==> src/rtl/bus_pkg.sv <==
// bus_pkg: shared bus widths, decoder FSM states and the address-match helper.
package bus_pkg;
  localparam int BUS_DATAWIDTH = 32;
  localparam int BUS_ADDRWIDTH = 32;
  localparam int BUS_SELWIDTH = 4;
  typedef enum logic [1:0] {IDLE, ACTIVE, UNMAPPED, ABORT} bus_state_t;
  function automatic logic addr_match(input logic [BUS_ADDRWIDTH-1:0] addr, input logic [BUS_ADDRWIDTH-1:0] base, input logic [5:0] aw);
    return ((addr ^ base) & ({BUS_ADDRWIDTH{1'b1}} << aw)) == '0;
  endfunction
endpackage

==> src/rtl/bus_addr_match.sv <==
// bus_addr_match: priority address decode, lowest matching slave wins; no match gives NSLAVES.
module bus_addr_match import bus_pkg::*; #(
  parameter int NSLAVES = 4,
  parameter logic [NSLAVES*32-1:0] SLAVE_BASE = '0,
  parameter logic [NSLAVES*6-1:0] SLAVE_AW = {NSLAVES{6'd12}},
  parameter int IW = 3
) (
  input  logic [BUS_ADDRWIDTH-1:0] addr,
  output logic [IW-1:0] sel_idx,
  output logic unmapped
);
  always_comb begin
    sel_idx = IW'(NSLAVES);
    for (int i = NSLAVES - 1; i >= 0; i--)
      if (addr_match(addr, SLAVE_BASE[32*i+:32], SLAVE_AW[6*i+:6])) sel_idx = IW'(i);
    unmapped = sel_idx == IW'(NSLAVES);
  end
endmodule

==> src/rtl/bus_decoder.sv <==
// bus_decoder: pipelined Wishbone 1-to-N decoder with outstanding tracking, unmapped error and watchdog.
module bus_decoder import bus_pkg::*; #(
  parameter int NSLAVES = 4,
  parameter logic [NSLAVES*32-1:0] SLAVE_BASE = '0,
  parameter logic [NSLAVES*6-1:0] SLAVE_AW = {NSLAVES{6'd12}},
  parameter int MAX_OUTSTANDING = 4,
  parameter int TIMEOUT = 256
) (
  input  logic clk,
  input  logic rst,
  input  logic [BUS_ADDRWIDTH-1:0] m_addr,
  input  logic [BUS_DATAWIDTH-1:0] m_data_m2s,
  input  logic m_cyc,
  input  logic m_stb,
  input  logic m_we,
  input  logic [BUS_SELWIDTH-1:0] m_sel,
  output logic [BUS_DATAWIDTH-1:0] m_data_s2m,
  output logic m_ack,
  output logic m_err,
  output logic m_stall,
  output logic [BUS_ADDRWIDTH-1:0] s_addr,
  output logic [BUS_DATAWIDTH-1:0] s_data_m2s,
  output logic s_we,
  output logic [BUS_SELWIDTH-1:0] s_sel,
  output logic [NSLAVES-1:0] s_cyc,
  output logic [NSLAVES-1:0] s_stb,
  input  logic [NSLAVES*32-1:0] s_data_s2m,
  input  logic [NSLAVES-1:0] s_ack,
  input  logic [NSLAVES-1:0] s_err,
  input  logic [NSLAVES-1:0] s_stall
);
  localparam int IW = $clog2(NSLAVES + 1);
  localparam int CW = $clog2(MAX_OUTSTANDING + 1);
  localparam int TW = TIMEOUT > 1 ? $clog2(TIMEOUT) : 1;
  bus_state_t fsm, fsm_n;
  logic [IW-1:0] cur_idx, cur_n, sel_idx, tgt;
  logic [CW-1:0] cnt, cnt_n;
  logic [TW-1:0] tmr, tmr_n;
  logic [NSLAVES-1:0] oh;
  logic unmapped, req, same, full, to, rsp, acc, cyc_v, stb_v, t_stall, t_ack, t_err;
  logic [BUS_DATAWIDTH-1:0] t_data;
  bus_addr_match #(.NSLAVES(NSLAVES), .SLAVE_BASE(SLAVE_BASE), .SLAVE_AW(SLAVE_AW), .IW(IW)) u_match (
    .addr(m_addr), .sel_idx(sel_idx), .unmapped(unmapped));
  assign s_addr = m_addr;
  assign s_data_m2s = m_data_m2s;
  assign s_we = m_we;
  assign s_sel = m_sel;
  assign req = m_cyc & m_stb;
  assign tgt = fsm == IDLE ? sel_idx : cur_idx;
  assign s_cyc = oh & {NSLAVES{cyc_v & rst}};
  assign s_stb = oh & {NSLAVES{stb_v & rst}};
  always_comb begin
    oh = '0;
    t_stall = 1'b0;
    t_ack = 1'b0;
    t_err = 1'b0;
    t_data = '0;
    for (int i = 0; i < NSLAVES; i++)
      if (tgt == IW'(i)) begin
        oh[i] = 1'b1;
        t_stall = s_stall[i];
        t_ack = s_ack[i];
        t_err = s_err[i];
        t_data = s_data_s2m[32*i+:32];
      end
  end
  always_comb begin
    fsm_n = fsm;
    cur_n = cur_idx;
    cnt_n = cnt;
    tmr_n = '0;
    cyc_v = 1'b0;
    stb_v = 1'b0;
    acc = 1'b0;
    m_ack = 1'b0;
    m_err = 1'b0;
    m_stall = 1'b0;
    m_data_s2m = '0;
    same = sel_idx == cur_idx;
    full = cnt == CW'(MAX_OUTSTANDING);
    rsp = m_cyc & (t_ack | t_err);
    to = TIMEOUT > 0 && m_cyc && !rsp && tmr == TW'(TIMEOUT - 1);
    case (fsm)
      IDLE: begin
        cyc_v = req & !unmapped;
        stb_v = cyc_v;
        m_stall = cyc_v & t_stall;
        acc = req & !m_stall;
        if (acc) begin
          fsm_n = unmapped ? UNMAPPED : ACTIVE;
          cur_n = sel_idx;
          cnt_n = unmapped ? '0 : CW'(1);
        end
      end
      ACTIVE: begin
        cyc_v = m_cyc;
        m_stall = t_stall | full | (req & !same) | to;
        stb_v = req & same & !full & !to;
        acc = req & !m_stall;
        // a slave raising ack and err together is reported as an error
        m_err = m_cyc & (t_err | to);
        m_ack = m_cyc & t_ack & !t_err;
        m_data_s2m = m_ack ? t_data : '0;
        tmr_n = (m_cyc & !rsp & !to) ? tmr + TW'(1) : '0;
        cnt_n = (!m_cyc | to) ? '0 : cnt + CW'(acc) - CW'(rsp);
        fsm_n = to ? ABORT : (cnt_n == '0 ? IDLE : ACTIVE);
      end
      UNMAPPED: begin
        m_err = 1'b1;
        m_stall = 1'b1;
        fsm_n = IDLE;
      end
      default: begin
        m_stall = 1'b1;
        fsm_n = IDLE;
      end
    endcase
    if (!rst) begin
      m_ack = 1'b0;
      m_err = 1'b0;
      m_stall = 1'b0;
      m_data_s2m = '0;
    end
  end
  always_ff @(posedge clk or negedge rst)
    if (!rst) begin
      fsm <= IDLE;
      cur_idx <= '0;
      cnt <= '0;
      tmr <= '0;
    end else begin
      fsm <= fsm_n;
      cur_idx <= cur_n;
      cnt <= cnt_n;
      tmr <= tmr_n;
    end
endmodule
==> config.mk <==
export PLATFORM = sky130hd
export DESIGN_NAME = bus_decoder
export DESIGN_NICKNAME = d
export VERILOG_FILES = /design/src/rtl/bus_pkg.sv /design/src/rtl/bus_addr_match.sv /design/src/rtl/bus_decoder.sv
export SDC_FILE = /design/constraint.sdc
export NUM_CORES = 1
export LEC_CHECK = 0
export CORE_AREA = 4 4 126 128
export CTS_BUF_LIST = sky130_fd_sc_hd__clkbuf_4 sky130_fd_sc_hd__clkbuf_8 sky130_fd_sc_hd__clkbuf_16
export DETAILED_ROUTE_END_ITERATION = 16
export DIE_AREA = 0 0 130 132
export PLACE_DENSITY = 0.64
export SYNTH_ARGS = -nofsm -noshare
export SYNTH_HDL_FRONTEND = slang
export SYNTH_HIERARCHICAL = 1
export SYNTH_SLANG_ARGS = --single-unit
==> constraint.sdc <==
create_clock -name clk -period 5.1 [get_ports clk]
set_clock_uncertainty 0.05 [all_clocks]
set_input_delay 1.02 -clock clk [delete_from_list [all_inputs] [get_ports clk]]
set_output_delay 1.02 -clock clk [all_outputs]
set_load 0.02 [all_outputs]
==> results.cfg, run 1 <==
[worst_setup_path]
crit_buf_inv = 3
worstPathCellList = clkdlybuf4s50_1 > nor4_1 > and3_1 > nand3_1 > mux2_2 > buf_4 > o2111a_1 > o22a_1 > nor3_1 > clkdlybuf4s50_1
crit_fanout = 4
critPathSlowestCell = clkdlybuf4s50_1
slowest_delay_ns = 0.65
path_common_cell = clkdlybuf4s50_1
worst_setup_path_end_kind = output port
crit_family = buffers and inverters
cp_data_arrival_time_ns = 3.89
cp_data_required_time_ns = 4.03
startpoint_type = primary input
critical_path_class = in2out

[pwr]
power_switching_uw = 573
p_int_uw = 669
pwr-share-clk = 0.119
pwr-share-seq = 0.135
swShare = 0.461
p_per_area_nw_per_um2 = 247
vdd_drop_max_v = 0.000139
power_leakage_uw = 0.00208
share_comb_of_total_power = 0.746

[job]
maxCapViolations = 0

[timing]
min_period_ns = 4.96
period_share = 0.972
drv_slew = 0
max_freq_ghz = 0.202
slew-limit-headroom = 0.559
setup_ws_ns = 0.144
holdWs_ns = 0.436
hold_violations = 0
worstMarginPinSlew_ns = 0.660
rsz0062_at_grt = false
setup_violations = 0

[drt]
ant_nets = 0
wl_um = 14100
drc = 0
vias = 3252
wire_per_inst_um = 20.2
drt_iter0_drc = 101
viasPerCell = 4.66
firstDrtPassIters = 4

[finish]
drive_above_1_share = 0.139
n_fill_cell = 1528
layout_common_cells = clkdlybuf4s50_1, mux2i_1, dlygate4sd2_1, o22ai_1, a211oi_2
mostFrequentLayoutCell = clkdlybuf4s50_1
areaGrowthSynthToFinish_pct = 71.5
finalNetCount = 731
fin_cells = 698

[logic_synthesis]
avgSynthCellArea_um2 = 8.37
synthCells = 351
synth_area_um2 = 2940
synth_cell_types = 51
synth_seq_area_share = 0.136
synth_edf_count = 0
synth_ff_type = dfrtp_1
synthArstFlopShare = 1.00
synth-warning-count = 6
yosys_register_bits = 16

[cts]
cts_root_buf = clkbuf_16
cts_max_level = 1
numCtsBuffers = 3
cts_tree = built
cts_setup_buffers = 0
cts_sinks = 16
path_clk_slew_ns = 0.05
hold_buffers = 0
clockBufferDepth = 2
worst_skew_pair.late_latency_ns = 0.24

[worst_hold_path]
hold_class = reg2reg

[global_routing]
grt_use_total = 0.152
grt_pass1_wl_um = 20300
grt_max_degree = 35
antenna_found_initial = 2
first_global_vias = 3457
grt-ovfl-total = 0

[outcome]
status = finished, final reports clean

[die]
core-area_um2 = 14900
die_h_um = 132
dieArea_um2 = 17200
io_pins = 325
placement_rows = 45
fp.dieW_um = 130
start_util = 0.198

[placed_design]
port_buffers = 226
gp_congestion = 0.911
pre_cts_slack_ns = -0.193
dp_hpwl_um = 12000
place_inst = 694
[final timing paths]
check,from,endpoint,slack [ns],depth (start not counted)
setup / recovery,m_addr[31],s_stb[1],0.14,10
max in group asynchronous,rst,cur_idx[2],3.64,2
hold / removal,tmr[0],tmr[0],0.44,1
setup reg to reg,fsm[0],fsm[0],0.90,18
min in group asynchronous,rst,cnt[1],1.15,2
hold reg to reg,tmr[0],tmr[0],0.44,1
[routing by layer]
layer	vias up	share of wire	track usage
li1	1547	-	-
met4	2	0.040	0.0595
met3	38	0.094	0.0474
met5	-	0.0014	0
met2	158	0.47	0.252
met1	1507	0.39	0.182
[cells in the mapped netlist (2+ instances only)]
cell | n | area share
buf_8 | 2 | 0.010
nand2_1 | 13 | 0.017
o22ai_1 | 30 | 0.064
xor2_1 | 8 | 0.024
nand4_1 | 2 | 0.0043
buf_4 | 72 | 0.18
inv_1 | 10 | 0.013
and3_1 | 4 | 0.0085
nand3_1 | 10 | 0.017
ha_1 | 6 | 0.026
a21oi_1 | 4 | 0.0068
a31oi_1 | 2 | 0.0043
xnor2_1 | 3 | 0.0089
mux2_2 | 5 | 0.019
dfrtp_1 | 16 | 0.14
buf_6 | 3 | 0.012
mux2i_1 | 35 | 0.12
buf_2 | 2 | 0.0034
nor2_1 | 24 | 0.031
or3_1 | 2 | 0.0043
nor3_1 | 7 | 0.012
o211ai_1 | 3 | 0.0077
o2bb2ai_1 | 2 | 0.0060
clkbuf_1 | 14 | 0.018
a211oi_1 | 3 | 0.0077
a211oi_2 | 27 | 0.12
mux4_2 | 3 | 0.023
o21ai_0 | 9 | 0.015
and2_1 | 2 | 0.0043
nor4_1 | 7 | 0.015
[metrics by stage]
stage	area, µm²	util	TNS (ns)	total power (µW)
2_1_floorplan	2940	-	0	801
3_3_place_gp	4970	0.334	-3.43	1080
3_5_place_dp	4970	0.334	-4.20	1090
4_1_cts	5010	0.337	0	1240
5_1_grt	5030	0.339	0	1320
6_report	5030	0.339	0	1240
[layout make-up]
cell class | count | area [µm²] | share of cell area
inverter | 10 | 37.5 | 0.00746
timing repair buffer | 248 | 2400 | 0.477
multi-input combinational | 232 | 1880 | 0.374
clock buffer | 3 | 75.1 | 0.0149
sequential | 16 | 400 | 0.0795
antenna | 1 | 2.50 | 0.000497
tap | 188 | 235 | 0.0467
[flip-flops by register name, summed over array words and instances, names as in the netlist]
name and cells:
tmr 8, cnt 3, cur_idx 3, fsm 2
[power by group through the flow]
stage               Sequential [µW]  Combinational [µW]  Clock (µW)
floorplan                       161                 641           0
global placement                168                 908           0
detailed placement              169                 918           0
CTS                             167                 922         153
global route                    170                 996         158
finish                          167                 926         148
[logic make-up (layout without fill, tap and decap cells)]
kind of cell	after synthesis	count (layout)	share of synthesized area
adders and majority gates	7	7	0.0324
xor gates and xnor gates	11	11	0.0328
muxes	44	44	0.167
AOI/OAI and AO/OA	89	89	0.255
buffers and inverters	104	261	0.241
DFF	16	16	0.136
and+or+nand+nor	79	79	0.135
other	1	3	0.00128
[repair_timing]
item | 4_1_cts | 5_1_grt
gates cloned | 0 | 0
gates resized for setup | 32 | 5
endpoints found under the setup margin | 36 | 8
(Power assumes the default switching activity.)
==> inputs of run 2 (changes only) <==
--- a/config.mk
+++ b/config.mk
@@ -9,7 +9,6 @@
 export CTS_BUF_LIST = sky130_fd_sc_hd__clkbuf_4 sky130_fd_sc_hd__clkbuf_8 sky130_fd_sc_hd__clkbuf_16
 export DETAILED_ROUTE_END_ITERATION = 16
 export DIE_AREA = 0 0 130 132
-export PLACE_DENSITY = 0.64
 export SYNTH_ARGS = -nofsm -noshare
 export SYNTH_HDL_FRONTEND = slang
 export SYNTH_HIERARCHICAL = 1
==> results.cfg, run 2 (synthesized netlist as in run 1, its figures left out) <==
[worst_hold_path]
hold_class = reg2reg

[die]
placement_rows = 45
dieArea_um2 = 17200
die_h_um = 132
io_pins = 325
core-area_um2 = 14900
start_util = 0.198
fp.dieW_um = 130

[worst_setup_path]
cp_data_arrival_time_ns = 3.96
cp_data_required_time_ns = 4.03
critical_path_class = in2out
worst_setup_path_end_kind = output port
startpoint_type = primary input
crit_fanout = 33

[finish]
finalNetCount = 729
n_fill_cell = 1504
drive_above_1_share = 0.136
mostFrequentLayoutCell = clkdlybuf4s50_1
top_regs = tmr x8, cnt x3, cur_idx x3
largest_reg_flops = 8
layout_common_cells = clkdlybuf4s50_1, mux2i_1, dlygate4sd2_1, o22ai_1, a211oi_2
regMostFlops = tmr
finish.utilization = 0.339
antenna_cells = 0
areaGrowthSynthToFinish_pct = 71.4

[drt]
drc = 0
wl_um = 14200
vias = 3229
viasPerCell = 4.64
drt_iter0_drc = 165
ant_nets = 0
wire_per_inst_um = 20.4
firstDrtPassIters = 4

[pwr]
vdd_drop_max_v = 0.000114
power_leakage_uw = 0.00213
p_per_area_nw_per_um2 = 252

[placed_design]
port_buffers = 226
dp_hpwl_um = 12500
gp_congestion = 0.899

[timing]
period_share = 0.986
drv_slew = 0
hold_violations = 0
tns_ns = 0
min_period_ns = 5.03
setup_violations = 0
rsz0062_at_grt = false
max_freq_ghz = 0.199

[global_routing]
grt-ovfl-total = 0
grt_use_total = 0.153
first_global_vias = 3308
grt_max_degree = 34
grt_pass1_wl_um = 20300
antenna_found_initial = 1

[outcome]
status = finished, final reports clean

[cts]
cts_tree = built
cts_root_buf = clkbuf_16
hold_buffers = 0
path_clk_slew_ns = 0.05
worst_skew_pair.late_latency_ns = 0.25
cts_max_level = 1
numCtsBuffers = 3
cts_sinks = 16
clockBufferDepth = 2

[job]
maxCapViolations = 0
## run 2: cell count changes in the layout (fill, tap and decap cells not counted)
| cell | previous run | this run |
|---|---|---|
| nor3_1 | 6 | 7 |
| mux2i_4 | 3 | 2 |
| mux2i_2 | 0 | 1 |
| buf_4 | 22 | 19 |
| dlymetal6s2s_1 | 2 | 5 |
| nor4_1 | 6 | 5 |
| diode_2 | 1 | 0 |
| clkbuf_8 | 0 | 1 |
| nor4_2 | 1 | 2 |
| clkdlybuf4s50_1 | 192 | 189 |
| nor3_2 | 2 | 1 |
| dlygate4sd2_1 | 31 | 32 |
## run 2: worst paths after layout
path	end	slack [ns]	from	depth (start not counted)
hold reg to reg	tmr[0]	0.44	tmr[0]	1
setup / recovery	m_data_s2m[1]	0.07	m_addr[24]	9
setup reg to reg	fsm[0]	0.63	fsm[0]	20
hold / removal	tmr[0]	0.44	tmr[0]	1
max in group asynchronous	fsm[1]	3.58	rst	2
min in group asynchronous	tmr[0]	1.20	rst	2
## run 2: layer usage
layer	wire length, µm	GRT usage	share of wire	up-vias
met2	7730	0.290	0.54	110
met3	833	0.0276	0.059	31
met4	335	0.0387	0.024	2
li1	-	-	-	1542
met1	5310	0.174	0.37	1544
met5	13	0	0.00091	-
## run 2: where the power goes
part | internal, µW | leakage (µW) | switching [µW]
sequential | 144 | 0.000212 | 24.2
clock | 119 | 0.0000442 | 49.6
combinational | 418 | 0.00187 | 516
total | 681 | 0.00213 | 590
## run 2: worst max-delay path, stage by stage
cell,delay (ns)
clkdlybuf4s50_1,0.42
nor4_1,0.33
and3_1,0.22
nand3_1,0.10
mux2_2,0.30
or4b_2,0.73
buf_12,0.21
a211oi_1,0.24
dlygate4sd2_1,0.37
## run 2: metrics by stage
step / std cells / instance area [µm²] / worst slack, ns / hold slack (ns) / total power, µW
2_1_floorplan: 352 / 2940 / 0.817 / 0.398 / 801
3_3_place_gp: 691 / 4950 / -0.108 / 0.422 / 1110
3_5_place_dp: 691 / 4950 / -0.208 / 0.441 / 1110
4_1_cts: 695 / 5000 / 0.0182 / 0.448 / 1290
5_1_grt: 696 / 5030 / 0.000336 / 0.470 / 1350
6_report: 696 / 5030 / 0.0738 / 0.440 / 1270
## run 2: cell type report
cell class / instances / area (µm²) / area share
clock buffer: 4 / 88.8 / 0.0177
sequential: 16 / 400 / 0.0796
tap: 188 / 235 / 0.0467
timing repair buffer: 246 / 2400 / 0.476
multi-input combinational: 232 / 1870 / 0.372
inverter: 10 / 37.5 / 0.00746
## run 2: timing repair
item | in CTS | in global routing
buffers inserted | 0 | 1
gates resized for setup | 32 | 8
endpoints found under the setup margin | 32 | 16
pin swaps | 0 | 1
==> inputs of run 3 (changes only) <==
--- a/config.mk
+++ b/config.mk
@@ -6,7 +6,7 @@
 export NUM_CORES = 1
 export LEC_CHECK = 0
 export CORE_AREA = 4 4 126 128
-export CTS_BUF_LIST = sky130_fd_sc_hd__clkbuf_4 sky130_fd_sc_hd__clkbuf_8 sky130_fd_sc_hd__clkbuf_16
+export CTS_BUF_LIST = sky130_fd_sc_hd__clkbuf_4
 export DETAILED_ROUTE_END_ITERATION = 16
 export DIE_AREA = 0 0 130 132
 export SYNTH_ARGS = -nofsm -noshare
==> results.cfg, run 3 (synthesized netlist as in run 1, its figures left out) <==
[finish]
finish.utilization = 0.332
areaGrowthSynthToFinish_pct = 68.2
regMostFlops = tmr
n_fill_cell = 1510
top_regs = tmr x8, cnt x3, cur_idx x3
antenna_cells = 0
finalNetCount = 728
drive_above_1_share = 0.138
mostFrequentLayoutCell = clkdlybuf4s50_1
seq_area_um2 = 400
layout_common_cells = clkdlybuf4s50_1, mux2i_1, o22ai_1, a211oi_2, dlygate4sd2_1
multi_input_area_um2 = 1860
largest_reg_flops = 8

[placed_design]
port_buffers = 226
pre_cts_slack_ns = -0.208
dp_hpwl_um = 12500
gp_congestion = 0.899

[job]
maxCapViolations = 0

[global_routing]
antenna_found_initial = 1
first_global_vias = 3295
grt_use_total = 0.153
grt_pass1_wl_um = 20200
grt-ovfl-total = 0
grt_max_degree = 34

[cts]
path_clk_slew_ns = 0.09
cts_sinks = 16
worst_skew_pair.late_latency_ns = 0.29
numCtsBuffers = 3
clockBufferDepth = 2
cts_max_level = 1
cts_root_buf = clkbuf_4
cts_tree = built

[die]
start_util = 0.198
die_h_um = 132
io_pins = 325
fp.dieW_um = 130
placement_rows = 45
dieArea_um2 = 17200
core-area_um2 = 14900

[timing]
period_share = 0.978
rsz0062_at_grt = false
setup_ws_ns = 0.114
hold_violations = 0
min_period_ns = 4.99
setup_violations = 0
max_freq_ghz = 0.201
drv_slew = 0

[drt]
drt_iter0_drc = 179
wl_um = 14200
drc = 0
viasPerCell = 4.65
wire_per_inst_um = 20.5
vias = 3230
firstDrtPassIters = 4
ant_nets = 0

[worst_setup_path]
rr_endpoint = fsm[0]
worstReg2RegStart = fsm[0]
reg2reg_slack_ns = 0.67
cp_data_required_time_ns = 4.03
crit_path_end = m_data_s2m[7]
startpoint_type = primary input
critical_path_class = in2out
cp_data_arrival_time_ns = 3.92
cp-startpoint = m_addr[24]
crit_fanout = 33
r2r_cells = 20
worst_setup_path_end_kind = output port

[pwr]
power_leakage_uw = 0.00212
p_per_area_nw_per_um2 = 237
vdd_drop_max_v = 0.0000986
p_total_uw = 1170

[worst_hold_path]
hold_class = reg2reg
min_from = tmr[0]

[outcome]
status = finished, final reports clean
-- run 3: report_power, final --
part	internal [µW]	leakage, µW	switching, µW	total (µW)
logic	416	0.00189	515	932
clock network	28.5	0.0000154	40.6	69.1
registers	143	0.000212	24.6	168
-- run 3: critical path, stage by stage --
cell and delay [ns]:
clkdlybuf4s50_1 0.42, nor4_1 0.33, and3_1 0.22, nand3_1 0.10, mux2_2 0.31, or4b_2 0.73, buf_12 0.21, a211oi_2 0.18
dlygate4sd2_1 0.37
-- run 3: layout make-up --
cell class,instances,area share
inverters,10,0.00760
multi-input cells,232,0.377
clock inverters,1,0.000760
well taps,188,0.0476
repair buffers,245,0.481
flip-flops and latches,16,0.0811
clock buffers,3,0.00456
-- run 3: worst min-delay path by stage --
stage              to  slack [ns]  cells after the start
3_5_place_dp   tmr[0]        0.44                      1
2_1_floorplan  tmr[0]        0.40                      1
3_3_place_gp   tmr[0]        0.42                      1
5_1_grt        tmr[0]        0.48                      1
6_report       tmr[0]        0.45                      1
4_1_cts        tmr[0]        0.45                      1
-- run 3: stage by stage --
step	area [µm²]	cells	setup TNS, ns	hold WS [ns]
final	4940	695	0	0.447
after global routing	4940	695	0	0.478
after detailed placement	4950	691	-3.55	0.441
after global placement	4950	691	-0.922	0.422
after floorplan	2940	352	0	0.398
after CTS	4930	695	0	0.454
-- run 3: per-layer routing --
layer / up-vias / wire length, µm / global-route usage
li1: 1536 / - / -
met1: 1547 / 5270 / 0.173
met2: 115 / 7750 / 0.289
met3: 30 / 863 / 0.0276
met4: 2 / 321 / 0.0387
met5: - / 13 / 0
-- run 3: repair_timing --
action | CTS | global route
buffers inserted | 0 | 0
setup endpoints to repair | 32 | 16
pin swaps | 0 | 0
resized for setup | 32 | 21
hold buffers | 0 | 0
==> RTL edit 1 (flow settings as in run 2) <==
The parameter `MAX_OUTSTANDING` goes from 4 to 2.
--- a/src/rtl/bus_decoder.sv
+++ b/src/rtl/bus_decoder.sv
@@ -5,3 +5,3 @@
   parameter logic [NSLAVES*6-1:0] SLAVE_AW = {NSLAVES{6'd12}},
-  parameter int MAX_OUTSTANDING = 4,
+  parameter int MAX_OUTSTANDING = 2,
   parameter int TIMEOUT = 256
Behaviour: not the same (Yosys sat finds a counterexample within 4 cycles, from zero or initial values and one cycle with rst low).
==> RTL edit 1 against run 2 <==
Sequential cell count fell by 1. Register-to-register slack gained 0.68 ns. Synthesized area shrank 3.1%. Final area grew 0.67%. Synthesized cell count rose by 4.8%. Combinational power decreased by 24%. Non-clock buffer count is 4 lower. Worst setup slack better by 0.14 ns. Power fell by 19%. Utilization is 0.23 points higher. First-iteration DRC count rose by 14%. Routed wire length decreased by 0.79%. Sequential share of layout area decreased by 0.55 points.
==> RTL edit 1: results (changes against run 2) <==
pwr:
  vdd_drop_max_mv: 0.103  # -10%
  clock_power_uw: 152  # -10%
  p_leak_uw: 0.00279  # +31%
  p_switching_uw: 424  # -28%
  pg_comb_uw: 706  # -24%
placement:
  dpl-instance-area_sq_um: 4880  # -1.4%
  dp_slack_ns: -0.0314  # +0.177 ns
synthesis:
  synth_area_leaders: "buf_4, dfrtp_1, mux2i_1"
  synth-compound-area-share: 0.253  # -0.00161
  synthCells: 368  # +4.8%
  synthXorXnorAreaFrac: 0.0338  # +0.00104
  synthMuxAreaShare: 0.148  # -0.0185
cells_and_area:
  buffers: 242  # -1.6%
  clockNetworkAreaShare: 0.0163  # -0.00135
  fill_cells: 1550  # +3.1%
  nNonClkInverters: 8  # -2
  sh_seq_area: 0.0741  # -0.00547
  multi_input_cells: 251  # +8.2%
  drive_above_1_share: 0.0750  # -0.0608
  stdcell_count: 708  # +1.7%
  multiInputGateArea_sq_um: 1850  # -1.0%
  largestRegisters: "tmr (8), cur_idx (3)"
critical_path:
  cpMaxStageDelayCell: "clkdlybuf4s50_1"
global_routing:
  grt_pass1_vias: 3352  # +1.3%
  grt_max_degree: 35  # +2.9%
  met1_usage: 0.164  # -0.00995
  grtUsageTotal: 0.148  # -0.00484
  met2_usage: 0.254  # -0.0355
  grtUsageMet3: 0.0705  # +0.0429
clock_network:
  cts_resized: 4  # -88%
status:
  status: "complete, no violations"
==> RTL edit 1: critical path, delay by kind of cell <==
kind	cells	cell delay, ns
and+or+nand+nor	5	1.14
AOI/OAI and AO/OA	3	0.39
buffers and inverters	3	1.26
==> RTL edit 1: path summary, 6_finish.rpt <==
kind	from	to	slack (ns)	cells after the start
worst min register to register	tmr[0]$_DFF_PN0_	tmr[0]$_DFF_PN0_	0.46	1
worst max-delay path	m_addr[24]	m_ack	0.21	11
worst min-delay path	tmr[0]$_DFF_PN0_	tmr[0]$_DFF_PN0_	0.46	1
max in group asynchronous	rst	tmr[0]$_DFF_PN0_	3.59	2
worst max register to register	fsm[0]$_DFFE_PN0P_	fsm[0]$_DFFE_PN0P_	1.31	17
min in group asynchronous	rst	tmr[5]$_DFF_PN0_	1.22	2
==> RTL edit 1: layer usage <==
layer | wire (um) | vias to the layer above
met1 | 5070 | 1544
met3 | 1680 | 42
met5 | 28 | -
met2 | 6940 | 161
met4 | 386 | 6
li1 | - | 1582
==> RTL edit 2 (settings of run 2) <==
Made on the original files. The 4 states of `bus_state_t` get a one-hot encoding in 4 bits.
--- a/src/rtl/bus_pkg.sv
+++ b/src/rtl/bus_pkg.sv
@@ -5,3 +5,3 @@
   localparam int BUS_SELWIDTH = 4;
-  typedef enum logic [1:0] {IDLE, ACTIVE, UNMAPPED, ABORT} bus_state_t;
+  typedef enum logic [3:0] {IDLE = 4'b0001, ACTIVE = 4'b0010, UNMAPPED = 4'b0100, ABORT = 4'b1000} bus_state_t;
   function automatic logic addr_match(input logic [BUS_ADDRWIDTH-1:0] addr, input logic [BUS_ADDRWIDTH-1:0] base, input logic [5:0] aw);
Formal check against the unedited RTL: same outputs for any inputs over 10 cycles, from zero or initial values and one cycle with rst low; not proved beyond that.
==> RTL edit 2 against run 2 <==
Sequential cell count up 2. Die area is the same. Synthesized cell count is 10% higher. Routed wire length increased by 0.86%. Final area up 1.1%. Worst hold slack lost 0.0055 ns. Via count rose by 7.3%. Critical path depth up 2. Synthesized area up 2.7%. Worst setup slack better by 0.12 ns. Critical path type unchanged.
Power is not compared: it rests on default switching activity, and its combinational part moved more than twofold at a synthesized area within 25%.
==> RTL edit 2: results (changes against run 2) <==
synthesis:
  yosys-top-cells-count: "nand2_1, buf_4, o22ai_1"
  synth_cell_type_count: 54  # +5.9%
  ys_seq_area_frac: 0.150  # +0.0134
  synth_area_leaders: "buf_4, a311oi_2, dfrtp_1"
  post_synth.cell_area_avg_sq_um: 7.81  # -6.6%
  synth_flop_cell: "dfrtp_1"
critical_path:
  crit_arrival_ns: 3.84  # -0.12 ns
  reg2regPathDepth: 17  # -15%
  rr_endpoint: "fsm[0]$_DFFE_PN1P_"
  r2r_start: "fsm[0]$_DFFE_PN1P_"
  crit_start: "m_addr[28]"
  cp-endpoint: "m_data_s2m[18]"
  r2r_setup_slack_ns: 0.75  # +0.12 ns
status:
  status: "complete, no violations"
pwr:
  vdd_drop_max_mv: 0.158
  p_per_area_nw_per_um2: 136
route:
  routed_via_density: 4.73  # +2.0%
  wl_um: 14300  # +0.86%
  dr.pass1.iters: 4  # unchanged
  wl_per_cell_um: 19.6  # -4.1%
  drtIter0Drc: 246  # +49%
placement:
  dp_hpwl_um: 12000  # -4.1%
  place_congestion: 0.832  # -7.5%
  dp_slack_ns: -0.147  # +0.0613 ns
  dp_cells: 726  # +5.1%
  dpl-instance-area_sq_um: 5060  # +2.2%
global_routing:
  grt_max_degree: 36  # +5.9%
  grt_pass1_vias: 3478  # +5.1%
  grtUsageTotal: 0.153  # about the same
  antenna_found_initial: 3  # +2
cells_and_area:
  final_nets: 760  # +4.3%
  drive_above_1_share: 0.168  # +0.0321
  largestRegisters: "tmr (8), fsm (4)"
  fill_cells: 1541  # +2.5%
flow_run:
  cap_violations: 0  # unchanged
sta:
  hold-worst-slack_ns: 0.434  # -0.00549 ns
clock_network:
  cts-root-buf: "clkbuf_16"
RTL edit 2: cell count changes after synthesis, sizes merged, moves of 6 or more:
cell / before / now
a311oi: 0 / 32
a211oi: 30 / 1
nor2: 24 / 12
and2: 2 / 8
nand2: 13 / 81
mux2i: 35 / 5
RTL edit 2: report_power, final:
group / internal [uW] / total [uW] / switching, uW / leakage [uW]
combinational: 186 / 355 / 169 / 0.00174
clock: 119 / 174 / 54.8 / 0.0000442
sequential: 149 / 161 / 11.5 / 0.000236
RTL edit 2: final cells by class:
type | count | area (sq um) | area share
tap | 188 | 235 | 0.0462
inverter | 5 | 18.8 | 0.00369
multi-input combinational | 269 | 1940 | 0.382
antenna | 2 | 5.00 | 0.000983
clock buffer | 4 | 88.8 | 0.0175
sequential | 18 | 452 | 0.0887
timing repair buffer | 246 | 2350 | 0.461
RTL edit 2: logic make-up after synthesis:
kind of cell               Yosys count  synth area share
and+or+nand+nor                    147             0.237
buffers and inverters              100             0.225
AOI/OAI and AO/OA                   94             0.291
DFF                                 18             0.150
xor gates and xnor gates            11            0.0320
muxes                               11            0.0444
adders and majority gates            4            0.0191
other                                1           0.00124
RTL edit 2: metal layers:
layer	routed length [um]	vias to the layer above	global-route usage
li1	-	1661	-
met1	5380	1596	0.180
met2	7180	171	0.263
met3	1240	34	0.0389
met4	532	2	0.0589
met5	13	-	0.0206
RTL edit 2: critical path: stages:
cell             delay [ns]
clkdlybuf4s50_1        0.43
nor4_1                 0.31
and3_1                 0.22
nand3_1                0.09
mux2i_1                0.20
o211ai_1               0.14
nand2_1                0.11
or3b_2                 0.48
buf_12                 0.20
a311oi_2               0.25
dlygate4sd2_1          0.36
RTL edit 2: what timing repair did:
action	CTS	global route
pin swaps	0	0
endpoints found under the setup margin	32	33
cloned	0	0
resized for setup	32	54
hold buffers	0	0
